$ cat config.mk
export PLATFORM = sky130hd
export DESIGN_NAME = regfile_wb_scheduler
export DESIGN_NICKNAME = d
export VERILOG_FILES = /design/src/rtl/regbank_pkg.sv /design/src/rtl/rr_arbiter.sv /design/src/rtl/regfile_wb_scheduler.sv
export SDC_FILE = /design/constraint.sdc
export NUM_CORES = 1
export LEC_CHECK = 0
export BUFFER_PORTS_ARGS = -buffer_cell sky130_fd_sc_hd__buf_4
export CAP_MARGIN = 10
export CORE_ASPECT_RATIO = 1.75
export CORE_UTILIZATION = 44
export DETAILED_ROUTE_END_ITERATION = 12
export PLACE_DENSITY = 0.85
export SYNTH_ARGS = -nofsm -noshare
export SYNTH_HDL_FRONTEND = slang
export SYNTH_SLANG_ARGS = --single-unit
$ cat constraint.sdc
create_clock -name clk -period 6.1 [get_ports clk]
set_clock_uncertainty 0.1 [all_clocks]
set_input_delay 0.305 -clock clk [delete_from_list [all_inputs] [get_ports clk]]
set_output_delay 0.305 -clock clk [all_outputs]
set_load 0.05 [all_outputs]
$ cat src/rtl/regbank_pkg.sv
// Shared register-bank constants and types for the writeback path.
package regbank_pkg;

  localparam int XLEN       = 64;
  localparam int REG_ADDR_W = 5;
  localparam int NUM_REGS   = 32;

  typedef logic [XLEN-1:0]       xlen_t;
  typedef logic [REG_ADDR_W-1:0] reg_idx_t;

endpackage

$ cat src/rtl/rr_arbiter.sv
// Round-robin arbiter: grants the first requester after the last winner,
// wrapping, and remembers the winner whenever a grant is given.
module rr_arbiter #(
  parameter int N = 3
) (
  input  logic                 clk,
  input  logic                 rst_n,
  input  logic [N-1:0]         req,
  output logic [N-1:0]         grant,
  output logic [$clog2(N)-1:0] grant_idx
);

  localparam int IW = $clog2(N);

  logic [IW-1:0] ptr_q;
  logic          any_grant;

  // Scan requesters starting just after the last winner and pick the first one asking.
  always_comb begin
    grant     = '0;
    grant_idx = '0;
    any_grant = 1'b0;
    for (int k = 1; k <= N; k++) begin
      int cand;
      cand = (int'(ptr_q) + k) % N;
      if (!any_grant && req[cand]) begin
        any_grant   = 1'b1;
        grant[cand] = 1'b1;
        grant_idx   = IW'(cand);
      end
    end
  end

  // The winner becomes the lowest priority next time; reset leaves requester 0 first in line.
  always_ff @(posedge clk or negedge rst_n) begin
    if (!rst_n) begin
      ptr_q <= IW'(N - 1);
    end else if (any_grant) begin
      ptr_q <= grant_idx;
    end
  end

endmodule

$ cat src/rtl/regfile_wb_scheduler.sv
// Writeback scheduler: shares the single register-bank write port among the
// writeback sources and keeps the busy scoreboard used for RAW stalls.
module regfile_wb_scheduler
  import regbank_pkg::*;
#(
  parameter int NUM_REQ = 3
) (
  input  logic                          clk,
  input  logic                          rst_n,
  input  logic [NUM_REQ-1:0]            req_valid,
  output logic [NUM_REQ-1:0]            req_ready,
  input  logic [NUM_REQ*REG_ADDR_W-1:0] req_rd,
  input  logic [NUM_REQ*XLEN-1:0]       req_data,
  input  logic                          issue_valid,
  input  logic [REG_ADDR_W-1:0]         issue_rd,
  output logic                          issue_ready,
  input  logic [REG_ADDR_W-1:0]         rs1_addr,
  input  logic [REG_ADDR_W-1:0]         rs2_addr,
  output logic                          rs1_busy,
  output logic                          rs2_busy,
  output logic                          wr_en,
  output logic [REG_ADDR_W-1:0]         wr_addr,
  output logic [XLEN-1:0]               wr_data,
  output logic                          sb_err
);

  localparam int GW = $clog2(NUM_REQ);

  logic [NUM_REQ-1:0]  grant;
  logic [GW-1:0]       grant_idx;
  logic                handshake;
  logic                wb_fire;
  reg_idx_t            sel_rd;
  xlen_t               sel_data;

  logic [NUM_REGS-1:0] busy_q;
  logic [NUM_REGS-1:0] busy_d;
  logic                wr_en_q;
  reg_idx_t            wr_addr_q;
  xlen_t               wr_data_q;
  logic                sb_err_q;

  rr_arbiter #(.N(NUM_REQ)) u_arb (
    .clk       (clk),
    .rst_n     (rst_n),
    .req       (req_valid),
    .grant     (grant),
    .grant_idx (grant_idx)
  );

  assign req_ready = grant;
  assign handshake = |grant;
  assign sel_rd    = req_rd[int'(grant_idx)*REG_ADDR_W +: REG_ADDR_W];
  assign sel_data  = req_data[int'(grant_idx)*XLEN +: XLEN];
  // Writes to x0 still handshake but never reach the bank or the scoreboard.
  assign wb_fire   = handshake && (sel_rd != '0);

  // A busy destination may still issue if it is being written back on this very edge.
  assign issue_ready = !busy_q[issue_rd] || (wr_en_q && (wr_addr_q == issue_rd)) || (issue_rd == '0);

  assign rs1_busy = busy_q[rs1_addr];
  assign rs2_busy = busy_q[rs2_addr];

  // Next scoreboard: clear the register the bank writes now, then apply a new issue so a same-index issue wins.
  always_comb begin
    busy_d = busy_q;
    if (wr_en_q) begin
      busy_d[wr_addr_q] = 1'b0;
    end
    if (issue_valid && issue_ready && (issue_rd != '0)) begin
      busy_d[issue_rd] = 1'b1;
    end
    busy_d[0] = 1'b0;
  end

  // Scoreboard register.
  always_ff @(posedge clk or negedge rst_n) begin
    if (!rst_n) begin
      busy_q <= '0;
    end else begin
      busy_q <= busy_d;
    end
  end

  // Write stage: one cycle after a handshake the bank sees the write; address and data hold otherwise.
  always_ff @(posedge clk or negedge rst_n) begin
    if (!rst_n) begin
      wr_en_q   <= 1'b0;
      wr_addr_q <= '0;
      wr_data_q <= '0;
    end else begin
      wr_en_q <= wb_fire;
      if (wb_fire) begin
        wr_addr_q <= sel_rd;
        wr_data_q <= sel_data;
      end
    end
  end

  // Sticky error when a result arrives for a register nobody marked busy.
  always_ff @(posedge clk or negedge rst_n) begin
    if (!rst_n) begin
      sb_err_q <= 1'b0;
    end else if (wb_fire && !busy_q[sel_rd]) begin
      sb_err_q <= 1'b1;
    end
  end

  assign wr_en   = wr_en_q;
  assign wr_addr = wr_addr_q;
  assign wr_data = wr_data_q;
  assign sb_err  = sb_err_q;

endmodule
# After elaboration in Yosys (flattened, before gate mapping)
# Index checks and enable logic that the tools add are counted.
# W data, S select, Z words.
word_totals:
  input_bits: 228
  reg_bits: 104
  wordCells: 94
  out_inout_bits: 77
op_classes:
  reduce_logical: 22
  n_div: 3
  n_eq_ne: 1
  addsub: 3
  order_cmp: 13
  n_bitwise: 5
  n_shift: 2
  n_mux: 38
  n_mul: 1
op_table:
  columns: ["op", "n"]
  rows:
  - ["$shiftx A192 B9 Y64", 1]
  - ["$ge A32 B1 Y1 const B", 3]
  - ["$lt A32 B4 Y1 const B", 3]
  - ["$mod A32 B3 Y32 const B", 3]
  - ["$mux W32", 2]
  - ["$and A32 B32 Y32", 1]
  - ["$not A32 Y32", 1]
  - ["$or A32 B32 Y32", 1]
  - ["$lt A5 B6 Y1 const B", 5]
  - ["$bmux W1 S5", 4]
  - ["$mux W1", 18]
  - ["$shiftx A15 B6 Y5", 1]
  - ["$logic_and A1 B1 Y1", 12]
  - ["$demux W1 S5", 2]
  - ["$ge A5 B1 Y1 const B", 2]
  - ["$reduce_bool A5 Y1", 2]
  - ["$mux W3", 3]
  - ["$add A2 B2 Y3 const B", 2]
  - ["$bmux W1 S2", 3]
  - ["$demux W1 S2", 3]
  - ["$mux W2", 3]
  - ["$or A3 B3 Y3", 2]
  - ["$eq A5 B5 Y1", 1]
  - ["$logic_not A5 Y1", 1]
  - ["5 further kinds", 9]

# Logic depth before layout (Yosys ltp)
depth:
  depth_word: 18
  ltp_mapped: 15
  depth_no_buf: 11

# Hierarchy
# From an unflattened synthesis, not the netlist that was laid out.
unflattened:
  hier_cells: 763
  hier_area_um2: 7076.8
modules_own_cells:
  columns: ["mod", "instances", "area_each_um2", "seq_area_each_um2", "cells_per_inst"]
  rows:
  - ["regfile_wb_scheduler", 1, 6667.6, 2552.4, 715]
  - ["rr_arbiter", 1, 409.1, 51.3, 48]

# Worst setup path after synthesis
# Ideal clock, no wire load.
synth_timing:
  path_type: "flip-flop to flip-flop"
  startpoint: "register u_arb.ptr_q[1]"
  endpoint: "register wr_addr_q[0], in the netlist wr_addr[0]"
  path_stages_with_launch: 14
  t_required_ps: 5868
  path_buffers: 3
  setup_slack_ps: 2276
  t_arrival_ps: 3592
  cell_sequence: "dfstp_2 -> inv_1 -> ha_1 -> buf_2 -> mux2_2 -> nand2b_1 -> nand2_1 -> o31ai_1 -> nor3_1 -> o21bai_4 -> buf_6 -> buf_6 -> nand2_1 -> o21ai_0"
synth_via:
  word_cells_on_any_way: 49
  cone_classes: "add/sub: 3; mul: 1; div: 3; order compare: 6; shift: 1; mux: 23; bitwise: 2; reduce/logical: 10"
synth_rtl:
  columns: ["item", "line", "rtl"]
  rows:
  - ["start: declaration", "rr_arbiter.sv:15", "logic [IW-1:0] ptr_q;"]
  - ["start signal: assignment", "rr_arbiter.sv:37", "ptr_q <= IW'(N - 1);"]
  - ["start signal: assignment", "rr_arbiter.sv:39", "ptr_q <= grant_idx;"]
  - ["branches (longest 11 deep; another with $mod A32 B3 Y32)", null, null]
  - ["$mux W3 (*)", "rr_arbiter.sv:26", "if (!any_grant && req[cand]) begin"]
  - ["named net req_ready[2]", "regfile_wb_scheduler.sv:11", "output logic [NUM_REQ-1:0] req_ready,"]
  - ["$reduce_or A3 Y1 (*)", "regfile_wb_scheduler.sv:52", "assign handshake = |grant;"]
  - ["$logic_and A1 B1 Y1 (*)", "regfile_wb_scheduler.sv:56", "assign wb_fire = handshake && (sel_rd != '0);"]
  - ["end signal: assignment", "regfile_wb_scheduler.sv:94", "wr_addr_q <= sel_rd;"]
  - ["end: declaration", "regfile_wb_scheduler.sv:39", "reg_idx_t wr_addr_q;"]
# Mark *: on every way through the listed nets, which the timed path passes. The select of a mux whose other input is x is not followed.
# A chain may end at the register's enable or synchronous reset.

# Worst setup path in the final report
layout_timing:
  startpoint: "register u_arb.ptr_q[0]"
  endpoint: "register wr_data_q[46], in the netlist wr_data[46]"
layout_via:
  elab_chain_cells: 16
  word_cells_on_any_way: 50
  cone_classes: "add/sub: 3; mul: 1; div: 3; order compare: 6; shift: 2; mux: 23; bitwise: 2; reduce/logical: 10"
layout_lines:
  columns: ["item", "line", "rtl"]
  rows:
  - ["$add A2 B1 Y3", "rr_arbiter.sv:25", "cand = (int'(ptr_q) + k) % N;"]
  - ["$mod A32 B3 Y32", "rr_arbiter.sv:25", null]
  - ["$bmux W1 S2", "rr_arbiter.sv:26", null]
  - ["$mux W1 (implied by the code) (2 in a row)", "rr_arbiter.sv:26", null]
  - ["$mux W1", "rr_arbiter.sv:26", null]
  - ["$logic_not A1 Y1", "rr_arbiter.sv:26", null]
  - ["$logic_and A1 B1 Y1", "rr_arbiter.sv:26", null]
  - ["$mux W1", "rr_arbiter.sv:26", null]
  - ["$logic_not A1 Y1", "rr_arbiter.sv:26", null]
  - ["$logic_and A1 B1 Y1", "rr_arbiter.sv:26", null]
  - ["$mux W2", "rr_arbiter.sv:26", null]
  - ["$mul A2 B3 Y5", "regfile_wb_scheduler.sv:53", "assign sel_rd = req_rd[int'(grant_idx)*REG_ADDR_W +: REG_ADDR_W];"]
  - ["$shiftx A15 B6 Y5", "regfile_wb_scheduler.sv:53", null]
  - ["$reduce_bool A5 Y1", "regfile_wb_scheduler.sv:56", null]
  - ["$logic_and A1 B1 Y1", "regfile_wb_scheduler.sv:56", null]
  - ["end signal: assignment", "regfile_wb_scheduler.sv:95", "wr_data_q <= sel_data;"]
  - ["end: declaration", "regfile_wb_scheduler.sv:40", "xlen_t wr_data_q;"]
# Parallel ways exist; a longest one is shown, timed or not. The select of a mux whose other input is x is not followed.

==> impl_metrics.yaml <==
critical_path:
  worstPathMaxFanout: 77
  start_kind: "register"
  worstSetupPathType: "register to register"
  critPathRequiredTime_ns: 6.19
  arrival_ns: 4.25
  crit_path_end_kind: "register"
finish:
  nets: 1252
  drive_gt1_share_pct: 36.9
  antenna-diode-count: 0
  area_delta_synth_final_pct: 37.7
  fin_cells: 1211
  nFillCells: 1347
global_routing:
  grt.overflow.total: 0
  grt_util_met2_pct: 48.6
  met3_usage_pct: 6.77
  grt_use_met1_pct: 31.7
  grt_pass1_wl_mm: 34.5
  grt.busiest_layer: "met2"
  grt_max_degree: 98
  gr-usage-all-layers_pct: 27.9
  grt_pass1_vias: 6785
  antenna_found_initial: 0
yosys:
  synth.distinct_cells: 56
  async_flop_share_pct: 100
  seq_area_frac_synth_pct: 37.9
  synth.avg_cell_area_um2: 9.11
  ys_seq_elements: 104
  mappedNetlistArea_um2: 6870
  synth_flop_cell: "dfrtp_1"
  synth_nets: 986
  yosys_warnings: 0
  synth_edf_count: 0
  synthCells: 754
clocking:
  cts-root-buf: "clkbuf_16"
  insertion_delay_ns: 0.35
  cts_resized: 0
  cts_tree: "built"
  clock_sinks: 104
  cts_buffers: 9
  htreeDepth: 3
  clk_pin_slew_ns: 0.07
  cts_buffer_depth: 2
placement:
  place.gp.congestion: 0.972
  numPlacedInstances: 1194
  io_buffer_count: 304
  hpwl_mm: 16.9
pwr:
  total_power_mw: 6.33
  p_per_area_nw_per_um2: 669
  leakage_nw: 4.33
  peakVddDrop_uv: 365
sta:
  fmax_ghz: 0.241
  hold_violations: 0
  relSlewSlack_pct: 35.9
  setup_violations: 0
  fin_setup_tns_ns: 0
  final_max_slew_viol_count: 0
  fin_crit_sh_pct: 68.1
  tightest_slew_ns: 0.961
  period_needed_ns: 4.16
  hold_ws_ns: 0.127
  rsz0062_at_grt: "false"
routing:
  drtIter0Drc: 348
  num_vias: 6925
  routedWlPerCell_um: 18.2
  viasPerCell: 5.72
  wirelength_mm: 22.1
  drc_errors: 0
  ant_nets: 0
  first_pass_iters: 5
status:
  status: "complete, no violations"
die:
  die_area_um2: 16100
  core-area_um2: 15300
  rows: 60
  die_y_um: 167
  dieWidth_um: 96.5
  initial_utilization_pct: 44.9
  io_pins: 305
worst_hold_path:
  worst_hold_path_type: "input port to register"
run:
  drv_cap: 0
==> path summary, 6_finish.rpt <==
path	from	endpoint	slack (ns)	cells after the start
setup / recovery	u_arb.ptr_q[0]	wr_data[46]	1.94	10
hold / removal	req_data[147]	wr_data[19]	0.13	3
setup reg to reg	u_arb.ptr_q[0]	wr_data[46]	1.94	10
hold reg to reg	wr_data[49]	wr_data[49]	0.38	2
max in group asynchronous	rst_n	wr_data[60]	4.26	3
min in group asynchronous	rst_n	wr_data[15]	0.42	2
==> metrics by stage <==
step	instance area (um^2)	utilization, %	setup slack, ns
4_1_cts	9460	61.8	1.95
6_report	9460	61.8	1.94
3_3_place_gp	9140	59.7	2.13
5_1_grt	9460	61.8	1.61
2_1_floorplan	6870	-	2.28
3_5_place_dp	9140	59.7	1.96
==> area by class of cell <==
cell class | count | area [um^2] | area share [%]
multi-input combinational | 582 | 3930 | 41.6
inverter | 13 | 48.8 | 0.516
clock inverter | 5 | 61.3 | 0.648
timing repair buffer | 310 | 2330 | 24.6
sequential | 104 | 2600 | 27.5
tap | 186 | 233 | 2.46
clock buffer | 11 | 253 | 2.67
==> report_power, final <==
group | switching, mW | total (mW) | internal (mW)
clock network | 0.263 | 0.607 | 0.345
registers | 0.344 | 1.42 | 1.07
logic | 2.72 | 4.30 | 1.58
total | 3.33 | 6.33 | 3.00
==> layer usage <==
layer / vias up / part of all wire (%)
met5: - / 0
met4: 0 / 4.3
met3: 92 / 8.1
met2: 404 / 53
met1: 3173 / 35
li1: 3256 / -
==> layout by cell type, fill, tap and decap left out, types with 13 or more instances in the layout <==
cell	instances
nand2_1	88
o21ai_0	133
mux4_2	28
mux2i_1	76
nor2_1	73
dfrtp_1	103
inv_1	13
a21oi_1	66
buf_4	309
==> sequential cells by signal (all words and copies together) (netlist names) <==
name         cells
wr_data         64
busy_q          31
wr_addr          5
u_arb.ptr_q      2
sb_err           1
wr_en            1
==> synth_stat cells (2+ instances only) <==
| library cell | n | area (um^2) |
|---|---|---|
| a21oi_1 | 66 | 330 |
| a221oi_1 | 3 | 26.3 |
| a31oi_1 | 3 | 18.8 |
| buf_2 | 12 | 60.1 |
| buf_6 | 8 | 90.1 |
| clkbuf_1 | 28 | 105 |
| clkbuf_2 | 6 | 30.0 |
| dfrtp_1 | 103 | 2580 |
| ha_1 | 4 | 50.1 |
| inv_1 | 13 | 48.8 |
| mux2_2 | 11 | 124 |
| mux2i_1 | 76 | 761 |
| mux4_2 | 28 | 631 |
| nand2_1 | 88 | 330 |
| nand2b_1 | 5 | 31.3 |
| nand3_1 | 11 | 55.1 |
| nand3b_1 | 11 | 82.6 |
| nand4_1 | 2 | 12.5 |
| nor2_1 | 73 | 274 |
| nor2b_1 | 5 | 31.3 |
| nor3_1 | 3 | 15.0 |
| nor3b_1 | 3 | 22.5 |
| o2111ai_1 | 3 | 26.3 |
| o211ai_1 | 6 | 45.0 |
| o21a_1 | 3 | 22.5 |
| o21ai_0 | 133 | 666 |
| o21ai_1 | 9 | 45.0 |
| o21ai_2 | 2 | 17.5 |
| o22ai_1 | 2 | 12.5 |
| or3_1 | 2 | 12.5 |
| or3b_2 | 4 | 35.0 |
| xor2_1 | 4 | 35.0 |
==> critical path, cell delays in order (launching register included) <==
cell and delay, ns:
dfrtp_1 0.40, inv_1 0.09, ha_1 0.46, mux2i_1 0.47, o32a_2 0.55, mux2_2 0.38
mux2i_1 0.31, nand4_1 0.27, o21bai_4 0.19, buf_4 0.51, o21ai_0 0.21
==> cells by family (layout without fill, tap and decap cells) <==
logic type	count (synthesis)	in the layout	synth area share (%)
adder cells (fa/ha/maj)	4	4	0.729
AND/OR/NAND/NOR	212	212	13.7
multiplexers	116	116	22.4
XOR/XNOR	5	5	0.637
buffers and inverters	68	339	4.97
flip-flops	104	104	37.9
AO/OA/AOI/OAI	245	245	19.7
==> timing repair <==
| item | CTS | global route |
|---|---|---|
| buffers inserted | 0 | 0 |
| hold buffers | 1 | 0 |
| endpoints found under the setup margin | 0 | 0 |
| endpoints found under the hold margin | 44 | 0 |
(Power assumes the default switching activity.)
